File: src/rtl/qic117_step_encoder_if.sv
// Command handshake between the tape-control sequencer and the QIC-117 STEP encoder.
interface qic117_step_encoder_if;
  logic [5:0] cmd_code;
  logic       cmd_valid;
  logic       cmd_ready;
  logic       abort;
  logic       busy;
  logic [5:0] pulses_sent;
  logic       cmd_done;
  logic       cmd_aborted;
  logic       cmd_reject;

  // Sequencer side: offers commands and may cancel them.
  modport master (
    output cmd_code, cmd_valid, abort,
    input  cmd_ready, busy, pulses_sent, cmd_done, cmd_aborted, cmd_reject
  );

  // Encoder side: accepts commands and reports progress.
  modport slave (
    input  cmd_code, cmd_valid, abort,
    output cmd_ready, busy, pulses_sent, cmd_done, cmd_aborted, cmd_reject
  );
endinterface

File: src/rtl/qic117_step_encoder.sv
// Host-side QIC-117 command transmitter: a command code N becomes N STEP pulses
// at a fixed rate, followed by a quiet guard gap longer than the drive's
// command-complete timeout.
module qic117_step_encoder #(
  parameter int STEP_PULSE_CYC  = 100,
  parameter int STEP_PERIOD_CYC = 150000,
  parameter int CMD_GAP_CYC     = 5500000,
  parameter int CNT_W           = 23
) (
  input  logic                    clk,
  input  logic                    reset,
  qic117_step_encoder_if.slave    bus,
  output logic                    step_out
);

  typedef enum logic [1:0] {
    IDLE,
    PULSE_HI,
    PULSE_LO,
    GAP
  } state_t;

  // Timers count down to zero, so each load is one less than the state's length.
  localparam logic [CNT_W-1:0] HI_LOAD  = CNT_W'(STEP_PULSE_CYC - 1);
  localparam logic [CNT_W-1:0] LO_LOAD  = CNT_W'(STEP_PERIOD_CYC - STEP_PULSE_CYC - 1);
  localparam logic [CNT_W-1:0] GAP_LOAD = CNT_W'(CMD_GAP_CYC - 1);
  localparam logic [CNT_W-1:0] ONE      = CNT_W'(1);

  state_t           state, state_next;
  logic [CNT_W-1:0] timer, timer_next;
  logic [5:0]       remaining, remaining_next;
  logic [5:0]       pulses, pulses_next;
  logic             aborted_flag, aborted_flag_next;
  logic             done_next, aborted_pulse_next, reject_next;
  logic             done_q, aborted_q, reject_q;
  logic             code_ok;

  assign code_ok = (bus.cmd_code != 6'd0) && (bus.cmd_code <= 6'd48);

  // Next-state, timer and bookkeeping decisions for the pulse sequencer.
  always_comb begin
    state_next         = state;
    timer_next         = timer;
    remaining_next     = remaining;
    pulses_next        = pulses;
    aborted_flag_next  = aborted_flag;
    done_next          = 1'b0;
    aborted_pulse_next = 1'b0;
    reject_next        = 1'b0;
    case (state)
      IDLE: begin
        if (bus.cmd_valid) begin
          if (code_ok) begin
            state_next        = PULSE_HI;
            timer_next        = HI_LOAD;
            remaining_next    = bus.cmd_code;
            pulses_next       = 6'd1;
            aborted_flag_next = 1'b0;
          end else begin
            reject_next = 1'b1;
          end
        end
      end
      PULSE_HI: begin
        if (bus.abort) begin
          state_next        = GAP;
          timer_next        = GAP_LOAD;
          aborted_flag_next = 1'b1;
        end else if (timer == '0) begin
          state_next = PULSE_LO;
          timer_next = LO_LOAD;
        end else begin
          timer_next = timer - ONE;
        end
      end
      PULSE_LO: begin
        if (bus.abort) begin
          state_next        = GAP;
          timer_next        = GAP_LOAD;
          aborted_flag_next = 1'b1;
        end else if (timer == '0) begin
          remaining_next = remaining - 6'd1;
          if (remaining > 6'd1) begin
            state_next  = PULSE_HI;
            timer_next  = HI_LOAD;
            pulses_next = pulses + 6'd1;
          end else begin
            state_next = GAP;
            timer_next = GAP_LOAD;
          end
        end else begin
          timer_next = timer - ONE;
        end
      end
      GAP: begin
        if (bus.abort) begin
          aborted_flag_next = 1'b1;
        end
        if (timer == '0) begin
          state_next         = IDLE;
          timer_next         = '0;
          done_next          = 1'b1;
          aborted_pulse_next = aborted_flag | bus.abort;
        end else begin
          timer_next = timer - ONE;
        end
      end
      default: begin
        state_next = IDLE;
        timer_next = '0;
      end
    endcase
  end

  // State register plus registered outputs; STEP is high exactly while in PULSE_HI.
  always_ff @(posedge clk) begin
    if (reset) begin
      state        <= IDLE;
      timer        <= '0;
      remaining    <= '0;
      pulses       <= '0;
      aborted_flag <= 1'b0;
      done_q       <= 1'b0;
      aborted_q    <= 1'b0;
      reject_q     <= 1'b0;
      step_out     <= 1'b0;
    end else begin
      state        <= state_next;
      timer        <= timer_next;
      remaining    <= remaining_next;
      pulses       <= pulses_next;
      aborted_flag <= aborted_flag_next;
      done_q       <= done_next;
      aborted_q    <= aborted_pulse_next;
      reject_q     <= reject_next;
      step_out     <= (state_next == PULSE_HI);
    end
  end

  assign bus.cmd_ready   = (state == IDLE) && !reset;
  assign bus.busy        = (state != IDLE);
  assign bus.pulses_sent = pulses;
  assign bus.cmd_done    = done_q;
  assign bus.cmd_aborted = aborted_q;
  assign bus.cmd_reject  = reject_q;

endmodule
File: src/flat_wrapper.sv
// flat-port wrapper written by rule: the top's interface ports become plain ports
module qic117_step_encoder_flat 
#(
  parameter int STEP_PULSE_CYC  = 100,
  parameter int STEP_PERIOD_CYC = 150000,
  parameter int CMD_GAP_CYC     = 5500000,
  parameter int CNT_W           = 23
)
  (clk, reset, step_out, bus_cmd_code, bus_cmd_valid, bus_abort, bus_cmd_ready, bus_busy, bus_pulses_sent, bus_cmd_done, bus_cmd_aborted, bus_cmd_reject);
  qic117_step_encoder_if bus_i ();
  input  logic clk;
  input  logic reset;
  output logic step_out;
  input wire logic [$bits(bus_i.cmd_code)-1:0] bus_cmd_code;
  input wire logic [$bits(bus_i.cmd_valid)-1:0] bus_cmd_valid;
  input wire logic [$bits(bus_i.abort)-1:0] bus_abort;
  output wire logic [$bits(bus_i.cmd_ready)-1:0] bus_cmd_ready;
  output wire logic [$bits(bus_i.busy)-1:0] bus_busy;
  output wire logic [$bits(bus_i.pulses_sent)-1:0] bus_pulses_sent;
  output wire logic [$bits(bus_i.cmd_done)-1:0] bus_cmd_done;
  output wire logic [$bits(bus_i.cmd_aborted)-1:0] bus_cmd_aborted;
  output wire logic [$bits(bus_i.cmd_reject)-1:0] bus_cmd_reject;
  assign bus_i.cmd_code = bus_cmd_code;
  assign bus_i.cmd_valid = bus_cmd_valid;
  assign bus_i.abort = bus_abort;
  assign bus_cmd_ready = bus_i.cmd_ready;
  assign bus_busy = bus_i.busy;
  assign bus_pulses_sent = bus_i.pulses_sent;
  assign bus_cmd_done = bus_i.cmd_done;
  assign bus_cmd_aborted = bus_i.cmd_aborted;
  assign bus_cmd_reject = bus_i.cmd_reject;
  qic117_step_encoder #(.STEP_PULSE_CYC(STEP_PULSE_CYC), .STEP_PERIOD_CYC(STEP_PERIOD_CYC), .CMD_GAP_CYC(CMD_GAP_CYC), .CNT_W(CNT_W)) u_core (.clk(clk), .reset(reset), .bus(bus_i), .step_out(step_out));
endmodule
File: config.mk
export PLATFORM = sky130hd
export DESIGN_NAME = qic117_step_encoder_flat
export DESIGN_NICKNAME = d
export VERILOG_FILES = /design/src/rtl/qic117_step_encoder_if.sv /design/src/rtl/qic117_step_encoder.sv /design/src/flat_wrapper.sv
export SDC_FILE = /design/constraint.sdc
export NUM_CORES = 1
export LEC_CHECK = 0
export ABC_AREA = 1
export CORE_MARGIN = 2
export CORE_UTILIZATION = 55
export CTS_CLUSTER_DIAMETER = 100
export DETAILED_ROUTE_END_ITERATION = 7
export GPL_ROUTABILITY_DRIVEN = 0
export GPL_TIMING_DRIVEN = 1
export PLACE_DENSITY = 0.76
export RECOVER_POWER = 50
export SKIP_LAST_GASP = 1
export SYNTH_ARGS = -nofsm -noshare
export SYNTH_HDL_FRONTEND = slang
export SYNTH_SLANG_ARGS = --single-unit
export TNS_END_PERCENT = 30
File: constraint.sdc
create_clock -name clk -period 2.75 [get_ports clk]
set_clock_uncertainty 0.05 [all_clocks]
set_input_delay 0.55 -clock clk [delete_from_list [all_inputs] [get_ports clk]]
set_output_delay 0.55 -clock clk [all_outputs]
set_load 0.01 [all_outputs]
==> flow_metrics.py, run 1 <==
metrics = {
    "status": {
        "outcome": "finished clean",
    },
    "synthesis": {
        "syn_avg_cell_area_um2": 6.26,
        "ys_top_cells_by_count": "nand2_1 (124), nor2_1 (49), inv_1 (48)",
        "ys_top_cells_by_area": "dfxtp_1 (31%), nand2_1 (17%), nor2_1 (6.8%), nand3_1 (6.7%), inv_1 (6.7%)",
        "syn-instance-count": 433,
        "yosys.area.top_type_share_pct": 31.0,
        "synthesis.area_um2": 2710,
        "syn_nets": 448,
        "synth_warnings": 0,
        "ys_ff_latch": 42,
        "yosysSeqAreaShare_pct": 31.0,
        "yosysMostFrequentCell": "nand2_1",
        "synth_area_leader_cell": "dfxtp_1",
        "synthFlopType": "dfxtp_1",
        "synthArstFlopShare_pct": 0,
        "synth_edf_count": 0,
        "ys_types": 33,
    },
    "global_routing": {
        "antenna_found_initial": 0,
        "grt_first_pass_wirelength_mm": 11.3,
        "grt-ovfl-total": 0,
        "grt_pass1_vias": 2601,
        "grt_usage_pct": 26.4,
        "grt_max_degree": 24,
    },
    "power_and_ir_drop": {
        "power_switching_mw": 2.02,
        "power_frac_clock_pct": 14.9,
        "leakagePower_nw": 1.52,
        "swShare_pct": 50.2,
        "peakVddDrop_uv": 637,
        "total_power_mw": 4.02,
        "p_per_area_nw_per_um2": 1290,
        "pwr-share-seq_pct": 24.7,
        "p_comb_share_pct": 60.4,
        "p_int_mw": 2.00,
    },
    "route": {
        "drt_iter0_markers": 263,
        "drc": 0,
        "routed_via_density": 5.32,
        "met1_length_mm": 2.96,
        "wl_met3_um": 323,
        "drt_pass1_iterations": 4,
        "top_layer": "met4",
        "wl_per_cell_um": 12.7,
        "wl_met2_mm": 3.25,
        "wl_mm": 6.64,
        "ant_nets": 0,
        "vias": 2788,
    },
    "critical_path": {
        "critPathRequiredTime_ns": 2.15,
        "rr_startpoint": "u_core.timer[8]",
        "endpoint": "bus_cmd_ready",
        "start_kind": "flip-flop",
        "rr_endpoint": "u_core.bus.pulses_sent[0]",
        "cp-startpoint": "u_core.state[0]",
        "crit_type": "reg2out",
        "reg2reg_slack_ns": 0.50,
        "critPathCaptureType": "primary output",
        "cp.arrival_ns": 1.86,
        "r2r_cells": 11,
        "critical_path.max_fanout": 12,
    },
    "clock_tree": {
        "postCtsHoldBufs": 0,
        "ctsHtreeMaxLevel": 2,
        "path_clk_slew_ns": 0.08,
        "cts_tree": "yes",
        "clkLatencyLatePin_ns": 0.31,
        "clock_path_buffers": 2,
        "clock-sinks": 42,
        "clock-root-buffer": "clkbuf_8",
        "cts_buffers": 5,
    },
    "sta": {
        "setup_tns_ns": 0,
        "setup_viol": 0,
        "slew_viol_final": 0,
        "slew_headroom_pct": 69.0,
        "timing.fmax_mhz": 406,
        "fin_crit_ns": 2.46,
        "whs_ns": 0.425,
        "rsz0062_at_grt": "false",
        "finalHoldViolations": 0,
        "tightest_slew_ns": 0.464,
        "finalCritPeriodShare_pct": 89.6,
    },
    "finish": {
        "layout.cells.non_filler": 524,
        "diodes": 0,
        "syn2layout_area_growth_pct": 14.8,
        "layout-drive-gt1-share_pct": 8.10,
        "post-route-util_pct": 65.8,
        "nNetsFinal": 471,
    },
    "job": {
        "cap_violations": 0,
    },
    "place": {
        "port_buffers": 21,
        "place_inst": 516,
        "hpwl_mm": 4.93,
    },
    "floorplan": {
        "die_y_um": 74.2,
        "coreArea_um2": 4720,
        "die_w_um": 74.2,
        "die_area_um2": 5500,
        "initial_core_util_pct": 57.4,
        "num_io_pins": 22,
        "rows": 25,
    },
    "worst_hold_path": {
        "hold_path.class": "reg2reg",
    },
}
how the worst min path moves through the flow:
stage	from	endpoint	slack, ns	cells after the start
finish	u_core.aborted_flag	u_core.bus.cmd_aborted	0.43	1
global route	u_core.aborted_flag	u_core.bus.cmd_aborted	0.46	1
CTS	u_core.aborted_flag	u_core.bus.cmd_aborted	0.43	1
detailed placement	u_core.aborted_flag	u_core.bus.cmd_aborted	0.41	1
global placement	u_core.aborted_flag	u_core.bus.cmd_aborted	0.40	1
floorplan	u_core.aborted_flag	u_core.bus.cmd_aborted	0.39	1
worst max-delay path, stage by stage, from the launching register on:
cell and delay (ns):
dfxtp_1 0.36, nor2_1 0.27, inv_2 0.19, nor2_1 0.18
clkdlybuf4s50_1 0.56
kinds of logic after synthesis:
| family | count (synthesis) | synth area share [%] |
|---|---|---|
| flip-flops | 42 | 31.0 |
| buffers and inverters | 59 | 8.78 |
| adder cells (fa/ha/maj) | 5 | 2.31 |
| XOR/XNOR | 14 | 4.53 |
| AND/OR/NAND/NOR | 246 | 40.2 |
| AO/OA/AOI/OAI | 67 | 13.1 |
state kept, by name, summed over array words and instances, names as in the netlist:
name / cells
u_core.step_out: 1
u_core.aborted_flag: 1
u_core.state: 2
u_core.bus.cmd_reject: 1
u_core.bus.cmd_done: 1
u_core.bus.pulses_sent: 6
u_core.timer: 23
u_core.bus.cmd_aborted: 1
u_core.remaining: 6
repair_timing:
action	4_1_cts	5_1_grt
buffers inserted	0	0
resized for setup	0	1
setup endpoints to repair	0	1
routing by layer:
| metal | global-route usage [%] | up-vias |
|---|---|---|
| met5 | 0 | - |
| met4 | 10.7 | 0 |
| met3 | 4.61 | 12 |
| met2 | 46.9 | 78 |
| met1 | 31.5 | 1272 |
| li1 | - | 1426 |
stage by stage:
stage / instance area, um2 / worst slack (ns)
global route: 3110 / 0.109
finish: 3110 / 0.285
floorplan: 2710 / 0.994
detailed placement: 2980 / 0.351
CTS: 3120 / 0.135
global placement: 2980 / 0.370
cell usage in the layout (no fill, tap or decap), types with 10 or more instances in the layout:
cell type and count:
clkdlybuf4s50_1 10, nor2_1 49, nand2_1 126, inv_1 47, o21ai_0 25, xor2_1 10
dfxtp_1 42, a21oi_1 33, nand3_1 36, dlygate4sd3_1 11
power by group through the flow:
stage	registers [mW]	logic, mW	clock network (mW)
global route	1.02	2.78	0.626
floorplan	0.961	1.90	0
finish	0.995	2.43	0.598
CTS	0.989	2.43	0.604
global placement	1.00	2.38	0
detailed placement	1.00	2.41	0
cell type report:
type | count | area, um2
inverter | 51 | 191
fill | 451 | 1610
multi-input combinational | 332 | 1630
sequential | 42 | 841
clock inverter | 3 | 68.8
tap | 67 | 83.8
clock buffer | 5 | 68.8
timing repair buffer | 24 | 230
Note: power is estimated with default switching activity, not from simulation.
==> run 2: changes to the inputs <==
- CORE_MARGIN: 2 -> 1
==> run 2 against run 1 <==
Compared with the run above: global-route usage rose by 1.8 points; critical path type is now reg2reg; final cell count rose by 0.38%; total power fell by 2.4%; highest routed layer unchanged.
==> flow_metrics.py, run 2 (synthesis gave the netlist of run 1 again) <==
metrics = {
    "sta": {
        "timing.fmax_mhz": 416,
        "slew_headroom_pct": 55.3,
        "tightest_slew_ns": 0.669,
        "whs_ns": 0.437,
        "finalCritPeriodShare_pct": 87.4,
        "slew_viol_final": 0,
        "setup_tns_ns": 0,
        "finalHoldViolations": 0,
        "setup_ws_ns": 0.346,
        "rsz0062_at_grt": "false",
        "setup_viol": 0,
        "fin_crit_ns": 2.40,
    },
    "floorplan": {
        "rows": 25,
        "die_w_um": 72.2,
        "initial_core_util_pct": 57.4,
        "die_y_um": 72.2,
        "die_area_um2": 5210,
        "coreArea_um2": 4720,
        "num_io_pins": 22,
    },
    "clock_tree": {
        "path_clk_slew_ns": 0.09,
        "cts_tree": "yes",
        "clock-root-buffer": "clkbuf_8",
        "clock_path_buffers": 2,
        "ctsHtreeMaxLevel": 2,
        "postCtsSetupRepairBufs": 0,
        "cts_buffers": 5,
        "clkLatencyLatePin_ns": 0.30,
        "clock-sinks": 42,
        "cts_resized": 0,
        "postCtsHoldBufs": 0,
    },
    "global_routing": {
        "grt_first_pass_wirelength_mm": 11.6,
        "gr-max-usage-layer": "met2",
        "grt_pass1_vias": 2581,
        "gr-usage-met3_pct": 3.89,
        "grtUsageMet1_pct": 36.5,
        "grt-ovfl-total": 0,
        "antenna_found_initial": 0,
        "grt_max_degree": 24,
        "use_met2_pct": 48.0,
        "grt_usage_pct": 28.2,
    },
    "status": {
        "outcome": "finished clean",
    },
    "critical_path": {
        "cp.arrival_ns": 2.54,
        "slowest_stage": "nand3_1",
        "critPathCaptureType": "flip-flop",
        "start_kind": "flip-flop",
        "critPathRequiredTime_ns": 2.88,
        "critPathMaxStageDelay_ns": 0.50,
        "critical_path.max_fanout": 13,
        "cp_common_cell": "nand2_1",
        "crit_type": "reg2reg",
        "path_cells": "nor2_4 -> nand2_1 -> nor2_4 -> nand3_1 -> nand2_2 -> nand2_2 -> inv_1 -> nand2_1 -> nand2_1 -> a21oi_1",
    },
    "power_and_ir_drop": {
        "peakVddDrop_uv": 584,
        "p_per_area_nw_per_um2": 1270,
        "leakagePower_nw": 1.50,
    },
    "place": {
        "port_buffers": 21,
        "placed_area_um2": 2990,
        "hpwl_mm": 4.94,
        "dp_slack_ns": 0.328,
    },
    "finish": {
        "final_cell_area_um2": 3090,
        "multiInputGateArea_um2": 1620,
        "largest_reg_flops": 23,
        "fill_cells": 453,
        "ff_latch_area_um2": 841,
        "post-route-util_pct": 65.4,
        "syn2layout_area_growth_pct": 13.9,
        "layout_common_cells": "nand2_1 (126), nor2_1 (49), inv_1 (48)",
        "diodes": 0,
        "final_common_cell": "nand2_1",
        "nNetsFinal": 473,
        "layout-drive-gt1-share_pct": 7.41,
        "largest_register": "u_core.timer",
    },
    "route": {
        "wl_mm": 6.66,
        "drc": 0,
        "drt_pass1_iterations": 4,
        "wl_per_cell_um": 12.7,
        "drt_iter0_markers": 241,
        "routed_via_density": 5.35,
        "vias": 2812,
        "ant_nets": 0,
    },
    "job": {
        "cap_violations": 0,
    },
    "worst_hold_path": {
        "hold_path.class": "reg2reg",
    },
}
==> run 2: changes by cell type in the layout (fill, tap and decap cells not counted), sizes merged <==
cell,previous run,this run
clkinvlp,0,1
buf,2,3
clkinv,2,1
clkbuf,6,8
bufinv,2,1
==> run 2: metrics by stage <==
stage,std cells,power [mW]
5_1_grt,526,4.29
3_5_place_dp,518,3.44
6_report,526,3.92
3_3_place_gp,518,3.40
4_1_cts,526,3.94
2_1_floorplan,433,2.87
==> run 2: metal layers <==
layer / share of wire [%] / up-vias
met5: 0 / -
met2: 48 / 78
met1: 45 / 1289
met4: 2.0 / 0
li1: - / 1433
met3: 5.0 / 12
==> run 2: worst paths after layout <==
kind                        from                        end  slack [ns]  cells after the start
max reg2reg     u_core.timer[12]  u_core.bus.pulses_sent[3]        0.35                     10
min          u_core.remaining[3]        u_core.remaining[3]        0.44                      2
max             u_core.timer[12]  u_core.bus.pulses_sent[3]        0.35                     10
min reg2reg  u_core.remaining[3]        u_core.remaining[3]        0.44                      2
==> run 2: area by class of cell <==
type	instances	share of cell area, %
Clock buffer	6	2.35
Inverter	51	6.20
Timing Repair Buffer	26	7.78
Tap cell	67	2.72
Sequential cell	42	27.2
Clock inverter	2	1.22
Multi-Input combinational cell	332	52.5
==> run 2: power breakdown <==
| group | total, mW | leakage, nW | internal, mW | switching [mW] |
|---|---|---|---|---|
| clock network | 0.491 | 0.0514 | 0.271 | 0.220 |
| logic | 2.44 | 1.11 | 0.856 | 1.58 |
| registers | 0.992 | 0.343 | 0.791 | 0.201 |
| total | 3.92 | 1.50 | 1.92 | 2.00 |
==> run 2: critical path: cells and delay by family, from the launching register on <==
kind | cells | cell delay [ns]
AO/OA/AOI/OAI | 1 | 0.05
AND/OR/NAND/NOR | 8 | 1.64
flip-flops | 1 | 0.37
buffers and inverters | 1 | 0.16
==> run 3: changes to the inputs <==
--- a/config.mk
+++ b/config.mk
@@ -7,5 +7,6 @@
 export LEC_CHECK = 0
 export ABC_AREA = 1
-export CORE_MARGIN = 1
+export CAP_MARGIN = 25
+export CORE_MARGIN = 2
 export CORE_UTILIZATION = 55
 export CTS_CLUSTER_DIAMETER = 100
--- a/constraint.sdc
+++ b/constraint.sdc
@@ -3,3 +3,3 @@
 set_input_delay 0.55 -clock clk [delete_from_list [all_inputs] [get_ports clk]]
 set_output_delay 0.55 -clock clk [all_outputs]
-set_load 0.01 [all_outputs]
+set_load 0.1 [all_outputs]
==> run 3 against run 2 <==
Compared with the run above: worst hold slack better by 0.0021 ns; worst setup slack better by 0.047 ns; sequential cell count unchanged; non-clock buffer count down 1; total power up 8.6%; sequential share of layout area up 0.28 points; first-iteration DRC count down 28%; register-to-register slack better by 0.05 ns; largest cell class unchanged; highest routed layer unchanged.
==> flow_metrics.py, run 3 (synthesis gave the netlist of run 1 again) <==
metrics = {
    "status": {
        "outcome": "finished clean",
    },
    "critical_path": {
        "critPathRequiredTime_ns": 2.94,
        "r2r_cells": 9,
        "start_kind": "flip-flop",
        "path_depth": 9,
        "cp_common_cell": "nand2_1",
        "reg2reg_slack_ns": 0.39,
        "cp-startpoint": "u_core.timer[14]",
        "critPathCaptureType": "flip-flop",
        "critical_path.max_fanout": 13,
        "endpoint": "u_core.timer[3]",
        "path_cells": "nor2_1 -> nand2_2 -> nor2_4 -> nand3_1 -> nand2_1 -> o21ai_0 -> o211ai_1 -> nand2_1 -> inv_1",
        "rr_endpoint": "u_core.timer[3]",
        "crit_type": "reg2reg",
        "slowest_stage": "nand3_1",
        "cp.arrival_ns": 2.55,
        "cpLargestDelayFamily": "simple AND/OR/NAND/NOR gates",
        "path_buf_inv": 1,
        "critPathMaxStageDelay_ns": 0.45,
        "rr_startpoint": "u_core.timer[14]",
    },
    "route": {
        "wl_mm": 6.76,
        "vias": 2826,
        "drt_iter0_markers": 173,
        "drc": 0,
        "wl_per_cell_um": 12.9,
        "drt_pass1_iterations": 5,
        "routed_via_density": 5.38,
        "ant_nets": 0,
    },
    "place": {
        "place_inst": 517,
        "port_buffers": 21,
        "placed_area_um2": 2970,
        "hpwl_mm": 4.99,
    },
    "power_and_ir_drop": {
        "p_int_mw": 2.00,
        "p_per_area_nw_per_um2": 1390,
        "pwr-share-seq_pct": 23.3,
        "p_comb_share_pct": 62.8,
        "peakVddDrop_uv": 658,
        "swShare_pct": 53.1,
        "power_frac_clock_pct": 13.8,
        "leakagePower_nw": 1.47,
        "power_switching_mw": 2.26,
    },
    "sta": {
        "slew_headroom_pct": 21.7,
        "finalHoldViolations": 0,
        "whs_ns": 0.439,
        "rsz0062_at_grt": "false",
        "setup_tns_ns": 0,
        "fin_crit_ns": 2.36,
        "slew_viol_final": 0,
        "timing.fmax_mhz": 424,
        "finalCritPeriodShare_pct": 85.7,
        "tightest_slew_ns": 1.18,
        "setup_viol": 0,
    },
    "finish": {
        "final_common_cell": "nand2_1",
        "diodes": 0,
        "layout-drive-gt1-share_pct": 8.08,
        "largest_reg_flops": 23,
        "final_cell_area_um2": 3060,
        "post-route-util_pct": 64.7,
        "layout_common_cells": "nand2_1 (126), nor2_1 (49), inv_1 (48)",
        "nNetsFinal": 472,
        "fill_cells": 463,
        "layout.cells.non_filler": 525,
        "largest_register": "u_core.timer",
        "syn2layout_area_growth_pct": 12.8,
    },
    "floorplan": {
        "coreArea_um2": 4720,
        "num_io_pins": 22,
        "die_y_um": 74.2,
        "initial_core_util_pct": 57.4,
        "die_area_um2": 5500,
        "die_w_um": 74.2,
        "rows": 25,
    },
    "global_routing": {
        "grt_pass1_vias": 2545,
        "grt_max_degree": 23,
        "grt_usage_pct": 26.3,
        "grt-ovfl-total": 0,
        "grt_first_pass_wirelength_mm": 11.2,
        "antenna_found_initial": 0,
    },
    "clock_tree": {
        "path_clk_slew_ns": 0.08,
        "clock-sinks": 42,
        "cts_tree": "yes",
        "ctsHtreeMaxLevel": 2,
        "clock_path_buffers": 2,
        "cts_buffers": 5,
        "cts_resized": 0,
        "clock-root-buffer": "clkbuf_8",
        "postCtsSetupRepairBufs": 0,
        "clkLatencyLatePin_ns": 0.30,
        "postCtsHoldBufs": 0,
    },
    "job": {
        "cap_violations": 0,
    },
    "worst_hold_path": {
        "hold_path.class": "reg2reg",
    },
}
[run 3: changes by cell type in the layout (fill, tap and decap cells not counted), sizes merged]
cell	change
clkbuf	+8
clkdlybuf4s50	-2
buf	+2
clkinv	+1
dlygate4sd3	-10
bufinv	+1
clkinvlp	-1
[run 3: final cells by class]
type | instances | area [um2] | area share, %
Tap cell | 67 | 83.8 | 2.74
Clock inverter | 3 | 68.8 | 2.25
Sequential cell | 42 | 841 | 27.5
Clock buffer | 5 | 68.8 | 2.25
Timing Repair Buffer | 25 | 181 | 5.94
Multi-Input combinational cell | 332 | 1620 | 53.0
Inverter | 51 | 191 | 6.27
[run 3: per-stage QoR]
stage                     power (mW)  setup WS, ns
after CTS                       4.29         0.380
final                           4.26         0.393
after detailed placement        3.68         0.332
after floorplan                 3.11         0.154
after global routing            4.63         0.177
after global placement          3.64         0.361
[run 3: worst min path at each step]
stage,from,endpoint,slack (ns),depth (start not counted)
after floorplan,u_core.aborted_flag,u_core.bus.cmd_aborted,0.39,1
after global placement,u_core.aborted_flag,u_core.bus.cmd_aborted,0.40,1
after detailed placement,u_core.remaining[5],u_core.remaining[5],0.42,2
after CTS,u_core.remaining[5],u_core.remaining[5],0.44,2
after global routing,u_core.remaining[3],u_core.remaining[3],0.48,2
final,u_core.remaining[5],u_core.remaining[5],0.44,2
[run 3: worst register-to-register path, stage by stage, from the launching register on]
cell and delay [ns]:
dfxtp_1 0.35, nor2_1 0.23, nand2_2 0.12, nor2_4 0.16, nand3_1 0.45, nand2_1 0.32, o21ai_0 0.31, o211ai_1 0.19
nand2_1 0.07, inv_1 0.06
[run 3: metal layers]
metal | global-route usage, % | vias up | part of all wire, %
met5 | 0 | - | 0
met4 | 8.28 | 0 | 1.5
met3 | 5.15 | 10 | 4.7
met2 | 44.4 | 89 | 47
met1 | 33.9 | 1298 | 47
li1 | - | 1429 | -
[run 3: power by group through the flow]
stage / Sequential, mW / Combinational, mW / Clock [mW]
6_report: 0.994 / 2.68 / 0.589
5_1_grt: 1.02 / 2.99 / 0.624
4_1_cts: 0.989 / 2.70 / 0.600
3_5_place_dp: 1.00 / 2.68 / 0
3_3_place_gp: 0.999 / 2.65 / 0
2_1_floorplan: 1.09 / 2.02 / 0
